[config.mk]
export PLATFORM = sky130hd
export DESIGN_NAME = jk_reg_bank
export DESIGN_NICKNAME = d
export VERILOG_FILES = /design/src/rtl/jk_pkg.sv /design/src/rtl/jk_bit.sv /design/src/rtl/jk_reg_bank.sv
export SDC_FILE = /design/constraint.sdc
export NUM_CORES = 1
export LEC_CHECK = 0
export BUFFER_PORTS_ARGS = -buffer_cell sky130_fd_sc_hd__buf_4
export CORE_MARGIN = 5
export CORE_UTILIZATION = 25
export DETAILED_ROUTE_END_ITERATION = 10
export GPL_ROUTABILITY_DRIVEN = 1
export SYNTH_ARGS = -nofsm -noshare
export SYNTH_HDL_FRONTEND = slang
export SYNTH_SLANG_ARGS = --single-unit
[constraint.sdc]
create_clock -name clk -period 7.5 [get_ports clk]
set_clock_uncertainty 0.05 [all_clocks]
set_input_delay 1.5 -clock clk [delete_from_list [all_inputs] [get_ports clk]]
set_output_delay 1.5 -clock clk [all_outputs]
set_load 0.1 [all_outputs]
[src/rtl/jk_pkg.sv]
// Shared JK definitions: {j,k} operation encoding, next-state rule and popcount helper.
package jk_pkg;

    typedef enum logic [1:0] {
        HOLD   = 2'b00,
        RESET  = 2'b01,
        SET    = 2'b10,
        TOGGLE = 2'b11
    } jk_op_e;

    localparam int unsigned POP_MAX_W = 256;

    function automatic logic jk_next(input logic q, input logic j, input logic k);
        jk_op_e op;
        op = jk_op_e'({j, k});
        case (op)
            HOLD:    return q;
            RESET:   return 1'b0;
            SET:     return 1'b1;
            TOGGLE:  return ~q;
            default: return q;
        endcase
    endfunction

    // Callers zero-extend their vector to POP_MAX_W bits.
    function automatic int unsigned popcount(input logic [POP_MAX_W-1:0] v);
        int unsigned n;
        n = 0;
        for (int unsigned i = 0; i < POP_MAX_W; i++) begin
            n += int'(v[i]);
        end
        return n;
    endfunction

endpackage

[src/rtl/jk_bit.sv]
// Single JK bit: combinational next-state from the current q and the J/K request.
module jk_bit
    import jk_pkg::*;
(
    input  logic q,
    input  logic j,
    input  logic k,
    output logic q_jk
);

    assign q_jk = jk_next(q, j, k);

endmodule

[src/rtl/jk_reg_bank.sv]
// Bank of WIDTH JK flip-flops with shared reset/load/enable, change flag and flip count.
// Optional saturating change-event counter enabled by `define JK_CHANGE_CNT_EN.
module jk_reg_bank
    import jk_pkg::*;
#(
    parameter int unsigned      WIDTH     = 8,
    parameter logic [WIDTH-1:0] RESET_VAL = '0,
    parameter int unsigned      CNT_W     = 16
) (
    input  logic                       clk,
    input  logic                       rst,
    input  logic                       en,
    input  logic                       load,
    input  logic [WIDTH-1:0]           load_data,
    input  logic [WIDTH-1:0]           j,
    input  logic [WIDTH-1:0]           k,
    input  logic                       clr_cnt,
    output logic [WIDTH-1:0]           q,
    output logic                       changed,
    output logic [$clog2(WIDTH+1)-1:0] flips,
    output logic [CNT_W-1:0]           change_cnt
);

    localparam int unsigned FLIPS_W = $clog2(WIDTH + 1);

    logic [WIDTH-1:0]     r_q = RESET_VAL;
    logic                 r_changed = 1'b0;
    logic [FLIPS_W-1:0]   r_flips = '0;
    logic [WIDTH-1:0]     w_jk;
    logic [WIDTH-1:0]     w_next;
    logic [WIDTH-1:0]     w_diff;
    logic [POP_MAX_W-1:0] w_diff_ext;

    for (genvar gi = 0; gi < WIDTH; gi++) begin : g_bit
        jk_bit u_bit (
            .q    (r_q[gi]),
            .j    (j[gi]),
            .k    (k[gi]),
            .q_jk (w_jk[gi])
        );
    end

    always_comb begin
        w_next = r_q;
        if (load) begin
            w_next = load_data;
        end else if (en) begin
            w_next = w_jk;
        end
    end

    assign w_diff     = w_next ^ r_q;
    assign w_diff_ext = POP_MAX_W'(w_diff);

    always_ff @(posedge clk) begin
        if (rst) begin
            r_q       <= RESET_VAL;
            r_changed <= 1'b0;
            r_flips   <= '0;
        end else begin
            r_q       <= w_next;
            r_changed <= |w_diff;
            r_flips   <= FLIPS_W'(popcount(w_diff_ext));
        end
    end

`ifdef JK_CHANGE_CNT_EN
    logic [CNT_W-1:0] r_cnt = '0;

    always_ff @(posedge clk) begin
        if (rst || clr_cnt) begin
            r_cnt <= '0;
        end else if ((|w_diff) && (r_cnt != '1)) begin
            r_cnt <= r_cnt + 1'b1;
        end
    end

    assign change_cnt = r_cnt;
`else
    logic w_unused_clr_cnt;
    assign w_unused_clr_cnt = clr_cnt;
    assign change_cnt       = '0;
`endif

    assign q       = r_q;
    assign changed = r_changed;
    assign flips   = r_flips;

endmodule

==> reports/results.ini, run 1 <==
[run_status]
status = finished clean

[setup_path]
crit_start = en
cp_slowest_stage_delay_ns = 0.55
cp.buffers_inverters = 3
crit_chain = buf_4 -> a21oi_1 -> a311oi_1 -> a21oi_1 -> xor2_1 -> fa_1 -> inv_1 -> fa_1 -> fa_1 -> ha_1 -> inv_1 -> fa_1 -> xor2_1 -> nor2_1
endpoint = flips[2]
worstReg2RegStart = q[0]
cp_slowest_cell = fa_1
critPathLaunchType = input port
reg2reg_slack_ns = 3.88
cp_num_cells = 14
critPathTopFamily = adder cells
critPathMaxFanout = 17
rr_worst_depth = 13
r2r-end = flips[2]
worst_path_most_repeated_cell = fa_1
worst_ep_arrival_time_ns = 4.81
crit_required_ns = 7.59
setup.worst_path.end_class = flop
critPathKind = in -> reg

[logic_synthesis]
yosysTopAreaCell = dfxtp_1
syn_avg_cell_area_um2 = 8.882
yosys.cell_types.count = 25
synthesis.area_mm2 = 0.001075
yosys_warnings = 0
ys_seq_area_frac = 0.2421
synthTopCellsByArea = dfxtp_1 (24%), buf_4 (17%), a21oi_1 (7.9%)
synth_top_area_frac = 0.2421
synthCells = 121
ys_ff_latch = 13

[sta]
slew_viol_final = 0
max_freq_ghz = 0.2118
setup-violations-final = 0
post-route-min-period_ns = 4.722
rsz0062_at_grt = false
whs_ns = 0.6353
hold_viol = 0
tns_ns = 0
fin_crit_sh = 0.6296

[die]
rows = 23
initial_core_util = 0.2630
die_area_mm2 = 0.005710
core_mm2 = 0.004086
boundaryPins = 58
die-height_um = 75.57
die_w_um = 75.57

[global_route]
track_usage = 0.08948
grt_max_degree = 24
grt_antenna_before_repair = 0
grt_pass1_wl_um = 3808
grt_pass1_vias = 851
grt_overflow = 0

[final_layout]
diodes = 0
instances_no_fill = 201
area_growth_pct = 22.82
layout-drive-gt1-share = 0.2980
mostFrequentLayoutCell = buf_4
final_nets = 189
final_cell_mix = buf_4 (40), a21oi_1 (17), conb_1 (16), dfxtp_1 (13), xor2_1 (9)
fillers = 452

[power]
p_per_area_mw_per_mm2 = 275.6
power_switching_share = 0.5241
p_sw_mw = 0.1907
finalPower_mw = 0.3639
p_int_mw = 0.1732
vdd_drop_max_mv = 0.07530
seq_power_share = 0.238
comb_power_share = 0.586
cellLeakagePower_nw = 0.6186
clockPowerShare = 0.176

[clock_tree]
cts_sinks = 13
cts-buffers-inserted = 3
cts_setup_buffers = 0
cts.clk_slew.worst_paths_ns = 0.06
cts_tree = built
clockBufferDepth = 2
cts-resized-gates = 0
cts_hold_buffers = 0
clk_latency_ns = 0.25
htreeDepth = 1
cts_root_buf = clkbuf_8

[route]
vias = 853
wl_per_cell_um = 11.67
firstDrtPassIters = 4
drc_errors = 0
routed_wirelength_um = 2345
ant_nets = 0
first_iter_violations = 51
vias_per_cell = 4.244

[placed_design]
hpwlAfterDp_um = 1879
portBuffers = 40
dp_cells = 197
gp_congestion = 0.6798

[hold_path]
hold_class = reg -> reg

[run]
maxCapViolCount = 0

how the worst min path moves through the flow:
stage | from | cells after the start | slack [ns] | to
after floorplan | q[2] | 3 | 0.60 | q[2]
after global placement | q[2] | 3 | 0.64 | q[2]
after detailed placement | q[2] | 3 | 0.63 | q[2]
after CTS | q[2] | 3 | 0.64 | q[2]
after global routing | q[2] | 3 | 0.70 | q[2]
final | q[2] | 3 | 0.64 | q[2]
Yosys cell counts, drive strengths merged:
master   count
a21oi       18
a311o        5
a311oi       3
a41oi        1
buf         27
clkbuf       2
conb         1
dfxtp       13
fa           4
ha           4
inv          5
mux2i        6
nand2        6
nand2b       1
nor2         8
nor2b        1
nor3b        1
o211a        1
o21ai        1
o2bb2ai      4
xor2         9
routing by layer:
| metal | global-route usage | wire length [um] | up-vias |
|---|---|---|---|
| met3 | 0.03430 | 274 | 5 |
| li1 | - | - | 440 |
| met1 | 0.09816 | 901 | 376 |
| met2 | 0.1553 | 1132 | 32 |
| met4 | 0.03495 | 36 | 0 |
| met5 | 0 | 0 | - |
area by class of cell:
| cell class | instances | area, um^2 | area share |
|---|---|---|---|
| clock buffer | 4 | 45.04 | 0.03412 |
| inverter | 5 | 18.77 | 0.01422 |
| tap | 50 | 62.56 | 0.04739 |
| multi-input combinational | 89 | 633.1 | 0.4796 |
| timing repair buffer | 40 | 300.3 | 0.2275 |
| sequential | 13 | 260.3 | 0.1972 |
sequential cells by signal, indices dropped and copies added, names as in the netlist:
signal   count
q            8
flips        4
changed      1
power groups by stage:
stage	registers, mW	logic, mW	clock network [mW]
after floorplan	0.144	0.129	0
after global placement	0.0887	0.214	0
after detailed placement	0.0887	0.215	0
after CTS	0.0872	0.215	0.0671
after global routing	0.0882	0.235	0.0713
final	0.0867	0.213	0.0639
worst reg2reg max path, delay by kind of cell, from the launching register on:
family / cells / cell delay, ns
fa+ha+maj: 5 / 2.18
compound gates: 3 / 0.40
flops: 1 / 0.39
xor+xnor: 2 / 0.33
buf+inv: 2 / 0.12
simple gates: 1 / 0.05
logic make-up after synthesis:
kind of cell	share of synthesized area
buffers and inverters	0.2212
AOI/OAI and AO/OA	0.2130
and+or+nand+nor	0.06986
DFF	0.2421
xor gates and xnor gates	0.07335
adders and majority gates	0.1211
muxes	0.05588
other	0.003489
through the flow:
| stage | setup WS, ns | cell area [um^2] | util |
|---|---|---|---|
| final | 2.778 | 1320 | 0.3230 |
| after CTS | 2.759 | 1320 | 0.3230 |
| after global routing | 2.493 | 1320 | 0.3230 |
| after floorplan | 2.719 | 1131 | - |
| after detailed placement | 2.501 | 1275 | 0.3120 |
| after global placement | 2.522 | 1275 | 0.3120 |
(Power assumes the default switching activity.)
==> inputs of run 2 (changes only) <==
- clock period: 7.5 -> 4.2 ns (I/O delays scaled with it)
==> reports/results.ini, run 2 (synthesis gave the netlist of run 1 again) <==
[global_route]
grt_antenna_before_repair = 0  ; unchanged
grt_max_degree = 19  ; -21%
track_usage = 0.08537  ; -0.004103
grt_pass1_wl_um = 3795  ; -0.34%
grt_pass1_vias = 856  ; +0.59%
grt_overflow = 0  ; unchanged

[clock_tree]
cts_hold_buffers = 0  ; unchanged
cts.clk_slew.worst_paths_ns = 0.06  ; about the same
cts_tree = built
cts-buffers-inserted = 3  ; unchanged
cts_root_buf = clkbuf_8
clockBufferDepth = 2  ; unchanged
clk_latency_ns = 0.24  ; about the same
cts-resized-gates = 0  ; unchanged
cts_sinks = 13  ; unchanged
cts_setup_buffers = 0  ; unchanged
htreeDepth = 1  ; unchanged

[route]
wl_per_cell_um = 11.68  ; about the same
vias_per_cell = 4.239  ; -0.11%
routed_wirelength_um = 2394  ; +2.1%
drc_errors = 0  ; unchanged
first_iter_violations = 50  ; -2.0%
ant_nets = 0  ; unchanged
firstDrtPassIters = 4  ; unchanged
vias = 869  ; +1.9%

[setup_path]
crit_required_ns = 4.28  ; -3.31 ns
setup.worst_path.end_class = flop
cp.buffers_inverters = 3  ; unchanged
critPathLaunchType = input port
critPathMaxFanout = 6  ; -11
cp_slowest_stage_delay_ns = 0.55  ; about the same
crit_chain = buf_4 -> a21oi_1 -> a311oi_1 -> a21oi_1 -> xor2_1 -> fa_1 -> inv_1 -> fa_1 -> fa_1 -> ha_1 -> inv_1 -> fa_1 -> xor2_1 -> nor2_1
worst_ep_arrival_time_ns = 3.99  ; -0.82 ns
critPathKind = in -> reg
cp_slowest_cell = fa_1
worst_path_most_repeated_cell = fa_1
critPathTopFamily = adder cells

[placed_design]
dp_slack_ns = -0.01528  ; -2.516 ns
portBuffers = 40  ; unchanged
gp_congestion = 0.7570  ; +11%
dp_cells = 201  ; +2.0%
placed_area_mm2 = 0.001305  ; +2.4%
hpwlAfterDp_um = 1951  ; +3.8%

[final_layout]
final_nets = 193  ; +2.1%
mostFrequentLayoutCell = buf_4
final_cell_area_mm2 = 0.001350  ; +2.3%
final_cell_mix = buf_4 (44), a21oi_1 (17), conb_1 (16), dfxtp_1 (13), xor2_1 (9)
instances_no_fill = 205  ; +2.0%
diodes = 0  ; unchanged
layout-drive-gt1-share = 0.3161  ; +0.01812
area_growth_pct = 25.61
largest_reg_flops = 8  ; unchanged

[die]
rows = 23  ; unchanged
die-height_um = 75.57  ; unchanged
initial_core_util = 0.2630  ; unchanged
core_mm2 = 0.004086  ; unchanged
die_area_mm2 = 0.005710  ; unchanged
die_w_um = 75.57  ; unchanged
boundaryPins = 58  ; unchanged

[power]
seq_power_share = 0.239  ; about the same
p_per_area_mw_per_mm2 = 480.6  ; +74%
comb_power_share = 0.590  ; +0.004
p_int_mw = 0.3106  ; +79%
cellLeakagePower_nw = 0.6377  ; +3.1%
clockPowerShare = 0.171  ; -0.005
power_switching_share = 0.5212  ; -0.002884
finalPower_mw = 0.6488  ; +78%
vdd_drop_max_mv = 0.1602  ; +110%
p_sw_mw = 0.3382  ; +77%

[sta]
post-route-min-period_ns = 3.911
rsz0062_at_grt = false
slew_viol_final = 0  ; unchanged
fin_ws_ns = 0.2894  ; -2.488 ns
fin_crit_sh = 0.9311
tns_ns = 0  ; unchanged
setup-violations-final = 0  ; unchanged
hold_viol = 0  ; unchanged
max_freq_ghz = 0.2557

[run]
maxCapViolCount = 0  ; unchanged

[hold_path]
hold_class = reg -> reg

[run_status]
status = finished clean

run 2: cell count changes in the layout (fill, tap and decap cells not counted):
cell / before / now
buf_4: 40 / 44
run 2: layout make-up:
type                            instances  area [um^2]
Inverter                                5        18.77
Fill cell                             447         2736
Multi-Input combinational cell         89        633.1
Tap cell                               50        62.56
Clock buffer                            4        45.04
Sequential cell                        13        260.3
Timing Repair Buffer                   44        330.3
run 2: tightest hold or removal path: stages, from the launching register on:
cell and delay, ns:
dfxtp_1 0.36, a21oi_2 0.12, a311o_1 0.11, a21oi_1 0.06
run 2: stage by stage:
stage / utilization / hold slack (ns)
final: 0.3304 / 0.6520
after global routing: 0.3304 / 0.6846
after CTS: 0.3304 / 0.6576
after detailed placement: 0.3194 / 0.6494
after global placement: 0.3194 / 0.6351
after floorplan: - / 0.6012
run 2: layer usage:
| metal | vias up | global-route usage | share of wire |
|---|---|---|---|
| met2 | 31 | 0.1438 | 0.47 |
| li1 | 450 | - | - |
| met4 | 0 | 0.01165 | 0.0054 |
| met3 | 2 | 0.03298 | 0.10 |
| met1 | 386 | 0.1061 | 0.42 |
| met5 | - | 0 | 0 |
run 2: path summary, 6_finish.rpt:
check	startpoint	end	slack [ns]	cells past startpoint
hold reg to reg	q[2]	q[2]	0.65	3
hold / removal	q[2]	q[2]	0.65	3
setup / recovery	en	flips[2]	0.29	14
setup reg to reg	q[1]	flips[2]	0.65	13
run 2: power by group through the flow:
stage               registers (mW)  logic, mW  clock network, mW
detailed placement           0.158      0.386                  0
CTS                          0.156      0.388              0.116
floorplan                    0.257      0.231                  0
global route                 0.157      0.418              0.126
global placement             0.159      0.386                  0
finish                       0.155      0.383              0.111
==> inputs of run 3 (changes only) <==
- PLACE_DENSITY_LB_ADDON: not set -> 0.12
==> reports/results.ini, run 3 (synthesis gave the netlist of run 1 again) <==
[final_layout]
diodes = 0  ; unchanged
largest_reg_flops = 8  ; unchanged
final_cell_mix = buf_4 (44), a21oi_1 (17), conb_1 (16), dfxtp_1 (13), xor2_1 (9)
final_nets = 193  ; unchanged
layout-drive-gt1-share = 0.3161  ; unchanged
mostFrequentLayoutCell = buf_4
area_growth_pct = 25.61  ; unchanged
instances_no_fill = 205  ; unchanged

[global_route]
grt_util_met2 = 0.1668  ; +0.02301
grt_overflow = 0  ; unchanged
grt_pass1_vias = 914  ; +6.8%
busiest_layer = met2
track_usage = 0.09679  ; +0.01142
use_met1 = 0.1180  ; +0.01196
met3_usage = 0.02111  ; -0.01187
grt_pass1_wl_um = 4236  ; +12%
grt_max_degree = 19  ; unchanged
grt_antenna_before_repair = 0  ; unchanged

[route]
drc_errors = 0  ; unchanged
vias = 886  ; +2.0%
wl_per_cell_um = 13.60  ; +16%
vias_per_cell = 4.322  ; +2.0%
ant_nets = 0  ; unchanged
first_iter_violations = 41  ; -18%
routed_wirelength_um = 2789  ; +16%
firstDrtPassIters = 4  ; unchanged

[power]
clockPowerShare = 0.173  ; +0.002
vdd_drop_max_mv = 0.2819  ; +76%
comb_power_share = 0.593  ; +0.003
cellLeakagePower_nw = 0.6374  ; about the same
p_int_mw = 0.3150  ; +1.4%
p_per_area_mw_per_mm2 = 493.2  ; +2.6%
power_switching_share = 0.5269  ; +0.005727
p_sw_mw = 0.3509  ; +3.8%
seq_power_share = 0.233  ; -0.006

[placed_design]
dp_slack_ns = -0.05207  ; -0.03678 ns
gp_congestion = 0.6955  ; -8.1%
dp_cells = 201  ; unchanged
hpwlAfterDp_um = 2227  ; +14%
portBuffers = 40  ; unchanged

[sta]
setup-violations-final = 0  ; unchanged
post-route-min-period_ns = 3.989  ; +0.07837 ns
fin_crit_sh = 0.9498  ; +0.01866
rsz0062_at_grt = false
hold_viol = 0  ; unchanged
tns_ns = 0  ; unchanged
max_freq_ghz = 0.2507  ; -2.0%
slew_viol_final = 0  ; unchanged
fin_ws_ns = 0.2110  ; -0.07837 ns

[setup_path]
critPathLaunchType = input port
critPathMaxFanout = 5  ; -1
worst_ep_arrival_time_ns = 4.07  ; +0.08 ns
reg2reg_slack_ns = 0.54  ; -0.11 ns
rr_worst_depth = 13  ; unchanged
setup.worst_path.end_class = flop
r2r-end = flips[2]
crit_required_ns = 4.28  ; about the same
crit_start = en
endpoint = flips[2]
worstReg2RegStart = q[0]
critPathKind = in -> reg

[die]
rows = 23  ; unchanged
die_area_mm2 = 0.005710  ; unchanged
die_w_um = 75.57  ; unchanged
initial_core_util = 0.2630  ; unchanged
core_mm2 = 0.004086  ; unchanged
die-height_um = 75.57  ; unchanged
boundaryPins = 58  ; unchanged

[clock_tree]
cts_hold_buffers = 0  ; unchanged
cts-buffers-inserted = 3  ; unchanged
cts_setup_buffers = 0  ; unchanged
clk_latency_ns = 0.24  ; about the same
htreeDepth = 1  ; unchanged
cts_root_buf = clkbuf_8
cts-resized-gates = 0  ; unchanged
cts_tree = built
clockBufferDepth = 2  ; unchanged
cts_sinks = 13  ; unchanged
cts.clk_slew.worst_paths_ns = 0.06  ; about the same

[run]
maxCapViolCount = 0  ; unchanged

[run_status]
status = finished clean

[hold_path]
hold_class = reg -> reg
worstHoldStart = q[3]

[run 3: cell counts in the layout (fill, tap and decap cells not counted)]
No cell type changed its count.
[run 3: worst min-delay path by stage]
stage	end	slack [ns]	depth (start not counted)
2_1_floorplan	q[2]	0.60	3
5_1_grt	q[3]	0.68	3
3_3_place_gp	q[2]	0.62	3
6_report	q[3]	0.65	3
3_5_place_dp	q[3]	0.64	3
4_1_cts	q[3]	0.65	3
[run 3: routing by layer]
| layer | vias to the layer above | part of all wire |
|---|---|---|
| li1 | 447 | - |
| met1 | 409 | 0.42 |
| met2 | 28 | 0.48 |
| met3 | 2 | 0.089 |
| met4 | 0 | 0.0061 |
| met5 | - | 0 |
[run 3: power by group through the flow]
stage	clock, mW	combinational [mW]	sequential [mW]
floorplan	0	0.231	0.257
global placement	0	0.394	0.157
detailed placement	0	0.394	0.157
CTS	0.120	0.398	0.155
global route	0.124	0.420	0.157
finish	0.115	0.395	0.155
[run 3: per-stage QoR]
step / util / hold slack, ns / area [um^2] / power, mW
2_1_floorplan: - / 0.6012 / 1131 / 0.4874
4_1_cts: 0.3304 / 0.6507 / 1350 / 0.6734
3_5_place_dp: 0.3194 / 0.6411 / 1305 / 0.5511
5_1_grt: 0.3304 / 0.6837 / 1350 / 0.7011
6_report: 0.3304 / 0.6487 / 1350 / 0.6659
3_3_place_gp: 0.3194 / 0.6225 / 1305 / 0.5507
[run 3: worst max-delay path, cell delays in order]
cell and delay [ns]:
buf_4 0.13, a21oi_1 0.13, a311oi_1 0.07, a21oi_1 0.20, xor2_1 0.32, fa_1 0.47
inv_1 0.09, fa_1 0.42, fa_1 0.57, ha_1 0.17, inv_1 0.06, fa_1 0.40
xor2_1 0.14, nor2_1 0.05
[run 3: layout make-up]
type	count	area (um^2)
Fill cell	456	2736
Multi-Input combinational cell	89	633.1
Timing Repair Buffer	44	330.3
Sequential cell	13	260.3
Tap cell	50	62.56
Clock buffer	4	45.04
Inverter	5	18.77
